[src/rtl/alu_operand_stage_pkg.sv]
// Shared widths, ALU op encodings and the ID/EX payload type for the ALU operand stage.
package alu_operand_stage_pkg;

  localparam int unsigned XLEN = 32;
  localparam int unsigned REGW = 5;
  localparam int unsigned ACW  = 3;

  localparam logic [ACW-1:0] ALU_ADD = 3'b000;
  localparam logic [ACW-1:0] ALU_SUB = 3'b001;
  localparam logic [ACW-1:0] ALU_AND = 3'b010;
  localparam logic [ACW-1:0] ALU_OR  = 3'b011;
  localparam logic [ACW-1:0] ALU_SLT = 3'b101;

  typedef struct packed {
    logic [ACW-1:0]  alucontrol;
    logic            alusrc;
    logic            regwrite;
    logic [REGW-1:0] rs1;
    logic [REGW-1:0] rs2;
    logic [REGW-1:0] rd;
  } op_t;

  // A producer matches a source only when it writes, targets that index, and the index is not x0.
  function automatic logic idx_hit(input logic rw, input logic [REGW-1:0] rd,
                                   input logic [REGW-1:0] src);
    return rw && (rd == src) && (src != '0);
  endfunction

endpackage

[src/rtl/alu_operand_stage_if.sv]
// Decode-side and ALU-side handshake/payload bundle of the ALU operand stage.
interface alu_operand_stage_if;
  import alu_operand_stage_pkg::*;

  logic                 in_valid;
  logic                 in_ready;
  logic [ACW-1:0]       in_alucontrol;
  logic                 in_alusrc;
  logic [REGW-1:0]      in_rs1;
  logic [REGW-1:0]      in_rs2;
  logic [REGW-1:0]      in_rd;
  logic                 in_regwrite;
  logic [XLEN-1:0]      in_rd1;
  logic [XLEN-1:0]      in_rd2;
  logic [XLEN-1:0]      in_imm;

  logic                 out_valid;
  logic                 out_ready;
  logic [ACW-1:0]       alucontrol;
  logic [XLEN-1:0]      srca;
  logic [XLEN-1:0]      srcb;
  logic [REGW-1:0]      out_rd;
  logic                 out_regwrite;

  modport master (
    output in_valid, in_alucontrol, in_alusrc, in_rs1, in_rs2, in_rd, in_regwrite,
           in_rd1, in_rd2, in_imm, out_ready,
    input  in_ready, out_valid, alucontrol, srca, srcb, out_rd, out_regwrite
  );

  modport slave (
    input  in_valid, in_alucontrol, in_alusrc, in_rs1, in_rs2, in_rd, in_regwrite,
           in_rd1, in_rd2, in_imm, out_ready,
    output in_ready, out_valid, alucontrol, srca, srcb, out_rd, out_regwrite
  );

endinterface

[src/rtl/alu_operand_stage_fwd_sel.sv]
// Operand forwarding mux: EX/MEM beats MEM/WB, x0 never forwarded, otherwise the default value.
module alu_operand_stage_fwd_sel
  import alu_operand_stage_pkg::*;
(
  input  logic [REGW-1:0] idx,
  input  logic [XLEN-1:0] rfdata,
  input  logic            exm_regwrite,
  input  logic [REGW-1:0] exm_rd,
  input  logic [XLEN-1:0] exm_result,
  input  logic            wb_regwrite,
  input  logic [REGW-1:0] wb_rd,
  input  logic [XLEN-1:0] wb_result,
  input  logic [XLEN-1:0] hold_val,
  input  logic            hold_en,
  output logic [XLEN-1:0] operand_c
);

  always_comb begin
    operand_c = hold_en ? hold_val : rfdata;
    if (idx_hit(exm_regwrite, exm_rd, idx)) begin
      operand_c = exm_result;
    end else if (idx_hit(wb_regwrite, wb_rd, idx)) begin
      operand_c = wb_result;
    end
  end

endmodule

[src/rtl/alu_operand_stage.sv]
// ID/EX stage ahead of the ALU: valid/ready payload register with operand forwarding,
// hold-time snooping of late producers, and branch/jump flush.
module alu_operand_stage
  import alu_operand_stage_pkg::*;
(
  input  logic                 clk,
  input  logic                 rst_n,
  alu_operand_stage_if.slave   bus,
  input  logic                 flush,
  input  logic                 exm_regwrite,
  input  logic [REGW-1:0]      exm_rd,
  input  logic [XLEN-1:0]      exm_result,
  input  logic                 wb_regwrite,
  input  logic [REGW-1:0]      wb_rd,
  input  logic [XLEN-1:0]      wb_result
);

  logic            valid_q;
  op_t             op_q;
  op_t             op_d;
  logic [XLEN-1:0] srca_q;
  logic [XLEN-1:0] srcb_q;
  logic [XLEN-1:0] cap_a_c;
  logic [XLEN-1:0] cap_b_c;
  logic [XLEN-1:0] snp_a_c;
  logic [XLEN-1:0] snp_b_c;
  logic            in_ready_c;
  logic            capture_c;
  logic            consume_c;

  assign in_ready_c = !valid_q || bus.out_ready;
  assign capture_c  = bus.in_valid && in_ready_c && !flush;
  assign consume_c  = valid_q && bus.out_ready;

  always_comb begin
    op_d            = '0;
    op_d.alucontrol = bus.in_alucontrol;
    op_d.alusrc     = bus.in_alusrc;
    op_d.regwrite   = bus.in_regwrite;
    op_d.rs1        = bus.in_rs1;
    op_d.rs2        = bus.in_rs2;
    op_d.rd         = bus.in_rd;
  end

  // Capture-time selection from the register-file read data.
  alu_operand_stage_fwd_sel u_cap_a (
    .idx(bus.in_rs1), .rfdata(bus.in_rd1),
    .exm_regwrite(exm_regwrite), .exm_rd(exm_rd), .exm_result(exm_result),
    .wb_regwrite(wb_regwrite), .wb_rd(wb_rd), .wb_result(wb_result),
    .hold_val('0), .hold_en(1'b0), .operand_c(cap_a_c)
  );

  alu_operand_stage_fwd_sel u_cap_b (
    .idx(bus.in_rs2), .rfdata(bus.in_rd2),
    .exm_regwrite(exm_regwrite), .exm_rd(exm_rd), .exm_result(exm_result),
    .wb_regwrite(wb_regwrite), .wb_rd(wb_rd), .wb_result(wb_result),
    .hold_val('0), .hold_en(1'b0), .operand_c(cap_b_c)
  );

  // Hold-time snoop: a producer that retires while we stall refreshes the held operand.
  alu_operand_stage_fwd_sel u_snp_a (
    .idx(op_q.rs1), .rfdata(srca_q),
    .exm_regwrite(exm_regwrite), .exm_rd(exm_rd), .exm_result(exm_result),
    .wb_regwrite(wb_regwrite), .wb_rd(wb_rd), .wb_result(wb_result),
    .hold_val(srca_q), .hold_en(1'b1), .operand_c(snp_a_c)
  );

  alu_operand_stage_fwd_sel u_snp_b (
    .idx(op_q.rs2), .rfdata(srcb_q),
    .exm_regwrite(exm_regwrite), .exm_rd(exm_rd), .exm_result(exm_result),
    .wb_regwrite(wb_regwrite), .wb_rd(wb_rd), .wb_result(wb_result),
    .hold_val(srcb_q), .hold_en(1'b1), .operand_c(snp_b_c)
  );

  // Flush wins over capture and consume; regwrite is cleared whenever the beat goes away.
  always_ff @(posedge clk or negedge rst_n) begin
    if (!rst_n) begin
      valid_q <= 1'b0;
      op_q    <= '0;
      srca_q  <= '0;
      srcb_q  <= '0;
    end else if (flush) begin
      valid_q       <= 1'b0;
      op_q.regwrite <= 1'b0;
    end else if (capture_c) begin
      valid_q <= 1'b1;
      op_q    <= op_d;
      srca_q  <= cap_a_c;
      srcb_q  <= bus.in_alusrc ? bus.in_imm : cap_b_c;
    end else if (consume_c) begin
      valid_q       <= 1'b0;
      op_q.regwrite <= 1'b0;
    end else if (valid_q) begin
      srca_q <= snp_a_c;
      srcb_q <= op_q.alusrc ? srcb_q : snp_b_c;
    end
  end

  assign bus.in_ready     = in_ready_c;
  assign bus.out_valid    = valid_q;
  assign bus.alucontrol   = op_q.alucontrol;
  assign bus.srca         = srca_q;
  assign bus.srcb         = srcb_q;
  assign bus.out_rd       = op_q.rd;
  assign bus.out_regwrite = op_q.regwrite;

endmodule

[src/flat_wrapper.sv]
// flat-port wrapper written by rule: the top's interface ports become plain ports
module alu_operand_stage_flat import alu_operand_stage_pkg::*;
  (clk, rst_n, flush, exm_regwrite, exm_rd, exm_result, wb_regwrite, wb_rd, wb_result, bus_in_valid, bus_in_alucontrol, bus_in_alusrc, bus_in_rs1, bus_in_rs2, bus_in_rd, bus_in_regwrite, bus_in_rd1, bus_in_rd2, bus_in_imm, bus_out_ready, bus_in_ready, bus_out_valid, bus_alucontrol, bus_srca, bus_srcb, bus_out_rd, bus_out_regwrite);
  alu_operand_stage_if bus_i ();
  input  logic clk;
  input  logic rst_n;
  input  logic flush;
  input  logic exm_regwrite;
  input  logic [REGW-1:0] exm_rd;
  input  logic [XLEN-1:0] exm_result;
  input  logic wb_regwrite;
  input  logic [REGW-1:0] wb_rd;
  input  logic [XLEN-1:0] wb_result;
  input wire logic [$bits(bus_i.in_valid)-1:0] bus_in_valid;
  input wire logic [$bits(bus_i.in_alucontrol)-1:0] bus_in_alucontrol;
  input wire logic [$bits(bus_i.in_alusrc)-1:0] bus_in_alusrc;
  input wire logic [$bits(bus_i.in_rs1)-1:0] bus_in_rs1;
  input wire logic [$bits(bus_i.in_rs2)-1:0] bus_in_rs2;
  input wire logic [$bits(bus_i.in_rd)-1:0] bus_in_rd;
  input wire logic [$bits(bus_i.in_regwrite)-1:0] bus_in_regwrite;
  input wire logic [$bits(bus_i.in_rd1)-1:0] bus_in_rd1;
  input wire logic [$bits(bus_i.in_rd2)-1:0] bus_in_rd2;
  input wire logic [$bits(bus_i.in_imm)-1:0] bus_in_imm;
  input wire logic [$bits(bus_i.out_ready)-1:0] bus_out_ready;
  output wire logic [$bits(bus_i.in_ready)-1:0] bus_in_ready;
  output wire logic [$bits(bus_i.out_valid)-1:0] bus_out_valid;
  output wire logic [$bits(bus_i.alucontrol)-1:0] bus_alucontrol;
  output wire logic [$bits(bus_i.srca)-1:0] bus_srca;
  output wire logic [$bits(bus_i.srcb)-1:0] bus_srcb;
  output wire logic [$bits(bus_i.out_rd)-1:0] bus_out_rd;
  output wire logic [$bits(bus_i.out_regwrite)-1:0] bus_out_regwrite;
  assign bus_i.in_valid = bus_in_valid;
  assign bus_i.in_alucontrol = bus_in_alucontrol;
  assign bus_i.in_alusrc = bus_in_alusrc;
  assign bus_i.in_rs1 = bus_in_rs1;
  assign bus_i.in_rs2 = bus_in_rs2;
  assign bus_i.in_rd = bus_in_rd;
  assign bus_i.in_regwrite = bus_in_regwrite;
  assign bus_i.in_rd1 = bus_in_rd1;
  assign bus_i.in_rd2 = bus_in_rd2;
  assign bus_i.in_imm = bus_in_imm;
  assign bus_i.out_ready = bus_out_ready;
  assign bus_in_ready = bus_i.in_ready;
  assign bus_out_valid = bus_i.out_valid;
  assign bus_alucontrol = bus_i.alucontrol;
  assign bus_srca = bus_i.srca;
  assign bus_srcb = bus_i.srcb;
  assign bus_out_rd = bus_i.out_rd;
  assign bus_out_regwrite = bus_i.out_regwrite;
  alu_operand_stage u_core (.clk(clk), .rst_n(rst_n), .bus(bus_i), .flush(flush), .exm_regwrite(exm_regwrite), .exm_rd(exm_rd), .exm_result(exm_result), .wb_regwrite(wb_regwrite), .wb_rd(wb_rd), .wb_result(wb_result));
endmodule
[config.mk]
export PLATFORM = sky130hd
export DESIGN_NAME = alu_operand_stage_flat
export DESIGN_NICKNAME = d
export VERILOG_FILES = /design/src/rtl/alu_operand_stage_pkg.sv /design/src/rtl/alu_operand_stage_if.sv /design/src/rtl/alu_operand_stage_fwd_sel.sv /design/src/rtl/alu_operand_stage.sv /design/src/flat_wrapper.sv
export SDC_FILE = /design/constraint.sdc
export NUM_CORES = 1
export LEC_CHECK = 0
export CORE_UTILIZATION = 48
export CTS_CLUSTER_DIAMETER = 80
export DETAILED_ROUTE_END_ITERATION = 8
export PLACE_DENSITY = 0.88
export SYNTH_ARGS = -nofsm -noshare
export SYNTH_HDL_FRONTEND = slang
export SYNTH_SLANG_ARGS = --single-unit
[constraint.sdc]
create_clock -name clk -period 3.9 [get_ports clk]
set_input_delay 0.78 -clock clk [delete_from_list [all_inputs] [get_ports clk]]
set_output_delay 0.78 -clock clk [all_outputs]
set_load 0.02 [all_outputs]
==> metrics.cfg <==
[drt]
wl_met2_um = 11700
first_pass_iters = 5
drc = 0
ant_nets = 0
vias_per_cell = 6.06
drt-met1-wl_um = 9720
dr_wl_met3_um = 1660
drt_iter0_drc = 539
avgRoutedWirePerCell_um = 21.0
highest_layer = met4
routed_wl_um = 23900
num_vias = 6893

[setup_path]
reg2regPathDepth = 7
rrSetupSlack_ns = 1.44
worstPathRequired_ns = 3.12
cp_max_fo = 4
path_class = input port to output pin
r2r_end = u_core.bus.srca[2]
critPathCaptureType = output pin
start_kind = input port
cp_data_arrival_time_ns = 2.30
r2r_start = u_core.op_q[11]

[synth]
synth_edf_count = 0
post_synth.cell_area_avg_um2 = 9.43
ys_ff_latch = 85
syn_nets = 915
synthDistinctLibCells = 44
syn_inst = 718
synth_warnings = 0
synth-main-ff-cell = dfrtp_1
synth-async-reset-ratio_pct = 100
syn_area_um2 = 6770
ys_seq_area_share_pct = 31.4

[sta]
max-slew-margin-rel_pct = 35.7
drv_slew = 0
final_hold_viol_count = 0
min_period_ns = 3.08
worst_slack_ns = 0.817
fin_crit_sh_pct = 79.0
setup_viol = 0
tightest_slew_ns = 0.965
fin_worst_skew_ns = 0.00839
finalSetupTns_ns = 0
rsz0062_at_grt = false
hold-worst-slack_ns = 0.475
maxClockFrequency_mhz = 324

[cells_and_area]
fin_util_pct = 71.5
fin_area_um2 = 9890
antenna_cells = 0
drive_above_1_share_pct = 12.2
nets = 1150
multi_input_area_um2 = 4290
fillers = 1033
fin_cells = 1138
syn2layout_area_growth_pct = 46.0
regArea_um2 = 2130

[hold_path]
min-delay-start = u_core.bus.out_rd[1]
min_path_cells = 2
min_path_type = flip-flop to flip-flop
worstHoldEndpoint = u_core.bus.out_rd[1]

[clocking]
cts_setup_buffers = 0
cts_buffer_depth = 2
cts_tree = done
numCtsBuffers = 9
htree_levels = 3
clk_latency_ns = 0.34
clk_pin_slew_ns = 0.06
clkSinkCount = 85
postCtsHoldBufs = 0
post_cts_resized = 0
cts_root_buf = clkbuf_16

[place]
placed_area_um2 = 9620
place_hpwl_um = 16900
port_buffers = 271
post-place-ws_ns = 0.538
gp_congestion = 0.882
dp_cells = 1122

[floorplanning]
dieArea_um2 = 14600
io_pins = 272
start_util_pct = 49.0
die_h_um = 121
core_area_um2 = 13800
die_width_um = 121
std_cell_rows = 43

[outcome]
outcome = finished, final reports clean

[global_routing]
antenna_found_initial = 0
grt_pass1_wl_um = 37500
grt_max_degree = 70
grt_remaining_overflow = 0
track_usage_pct = 33.5
grt_pass1_vias = 7016

[pwr]
power_leakage_nw = 4.01
ir_worst_vdd_mv = 0.226
p_per_area_nw_per_um2 = 348
power_mw = 3.44

[run]
drv_cap = 0

[critical path, stage by stage]
cell and delay (ns):
clkdlybuf4s50_1 0.43, nor2b_1 0.35, inv_1 0.16, clkdlybuf4s50_1 0.57
[synthesized netlist by cell type (2+ instances only)]
| cell type | instances | area (um^2) |
|---|---|---|
| o221ai_1 | 32 | 280 |
| nor2_1 | 35 | 131 |
| mux2_1 | 28 | 315 |
| buf_6 | 4 | 45.0 |
| a21oi_1 | 2 | 10.0 |
| nor4_1 | 2 | 12.5 |
| buf_2 | 20 | 100 |
| or4_1 | 5 | 37.5 |
| and3_1 | 63 | 394 |
| mux2i_1 | 97 | 971 |
| nand3_1 | 32 | 160 |
| mux2_2 | 35 | 394 |
| a211oi_1 | 4 | 30.0 |
| o21ai_0 | 26 | 130 |
| a211oi_2 | 27 | 338 |
| dfrtp_1 | 85 | 2130 |
| o22ai_1 | 32 | 200 |
| xor2_1 | 10 | 87.6 |
| nand4_1 | 6 | 37.5 |
| clkbuf_1 | 36 | 135 |
| o31a_1 | 2 | 17.5 |
| inv_1 | 2 | 7.51 |
| buf_4 | 14 | 105 |
| nand2_1 | 61 | 229 |
| xnor2_1 | 30 | 263 |
| buf_1 | 2 | 7.51 |
| o21ai_1 | 9 | 45.0 |
[worst max path at each step]
stage,from,end,slack [ns],cells after the start
after detailed placement,bus_in_rs1[2],u_core.bus.srca[2],0.54,7
final,bus_out_ready,bus_in_ready,0.82,4
after CTS,bus_out_ready,bus_in_ready,0.82,4
after global placement,exm_rd[0],u_core.bus.srca[4],0.61,7
after global routing,bus_in_rs2[0],u_core.bus.srcb[16],0.72,8
after floorplan,exm_rd[4],u_core.bus.srcb[0],1.27,8
[power by group]
part	switching (mW)	internal (mW)
clock network	0.354	0.467
logic	0.700	0.738
registers	0.122	1.06
total	1.18	2.27
[routing by layer]
metal | track usage (%) | up-vias
met5 | 0 | -
met4 | 17.2 | 0
met2 | 56.0 | 357
met1 | 41.6 | 3324
li1 | - | 3147
met3 | 5.38 | 65
[placed cells by master, fill, tap and decap left out, types with 2 or more instances in the layout]
cell             synthesis  routed
nand2_1                 61      60
o21ai_1                  9       9
nor2_4                   1       2
and3_1                  63      63
o21ai_0                 26      26
clkdlybuf4s50_1          0     270
nand3_1                 32      32
clkbuf_16                0       9
nor4_4                   1       2
a21oi_1                  2       2
nor4_1                   2       2
xor2_1                  10      10
clkbuf_8                 0       2
o221ai_1                32      32
o22ai_1                 32      32
xnor2_1                 30      30
inv_1                    2       2
nor2_1                  35      34
mux2_1                  28      28
a211oi_1                 4       4
buf_12                   0       3
a211oi_2                27      27
or4_1                    5       4
nand4_1                  6       6
dfrtp_1                 85      85
mux2i_1                 97      97
buf_4                   14      27
mux2_2                  35      35
clkbuf_1                36       4
[kinds of logic (layout without fill, tap and decap cells)]
family,after synthesis,after routing,share of synthesized area [%]
AND/OR/NAND/NOR,213,213,16.1
multiplexers,160,160,24.8
AO/OA/AOI/OAI,141,141,16.5
flip-flops,85,85,31.4
buffers and inverters,79,319,5.97
XOR/XNOR,40,40,5.17
[registers in the layout (all words and copies together), names as in the netlist]
register / cells
u_core.bus.alucontrol: 3
u_core.bus.out_rd: 5
u_core.bus.out_regwrite: 1
u_core.bus.out_valid: 1
u_core.bus.srca: 32
u_core.bus.srcb: 32
u_core.op_q: 11
[cell type report]
cell class                 instances  area share (%)
clock buffer                      15            2.71
multi-input combinational        554            43.4
sequential                        85            21.5
clock inverter                     1          0.0506
timing repair buffer             300            30.0
inverter                           3           0.114
tap                              180            2.28
Note: power is estimated with default switching activity, not from simulation.
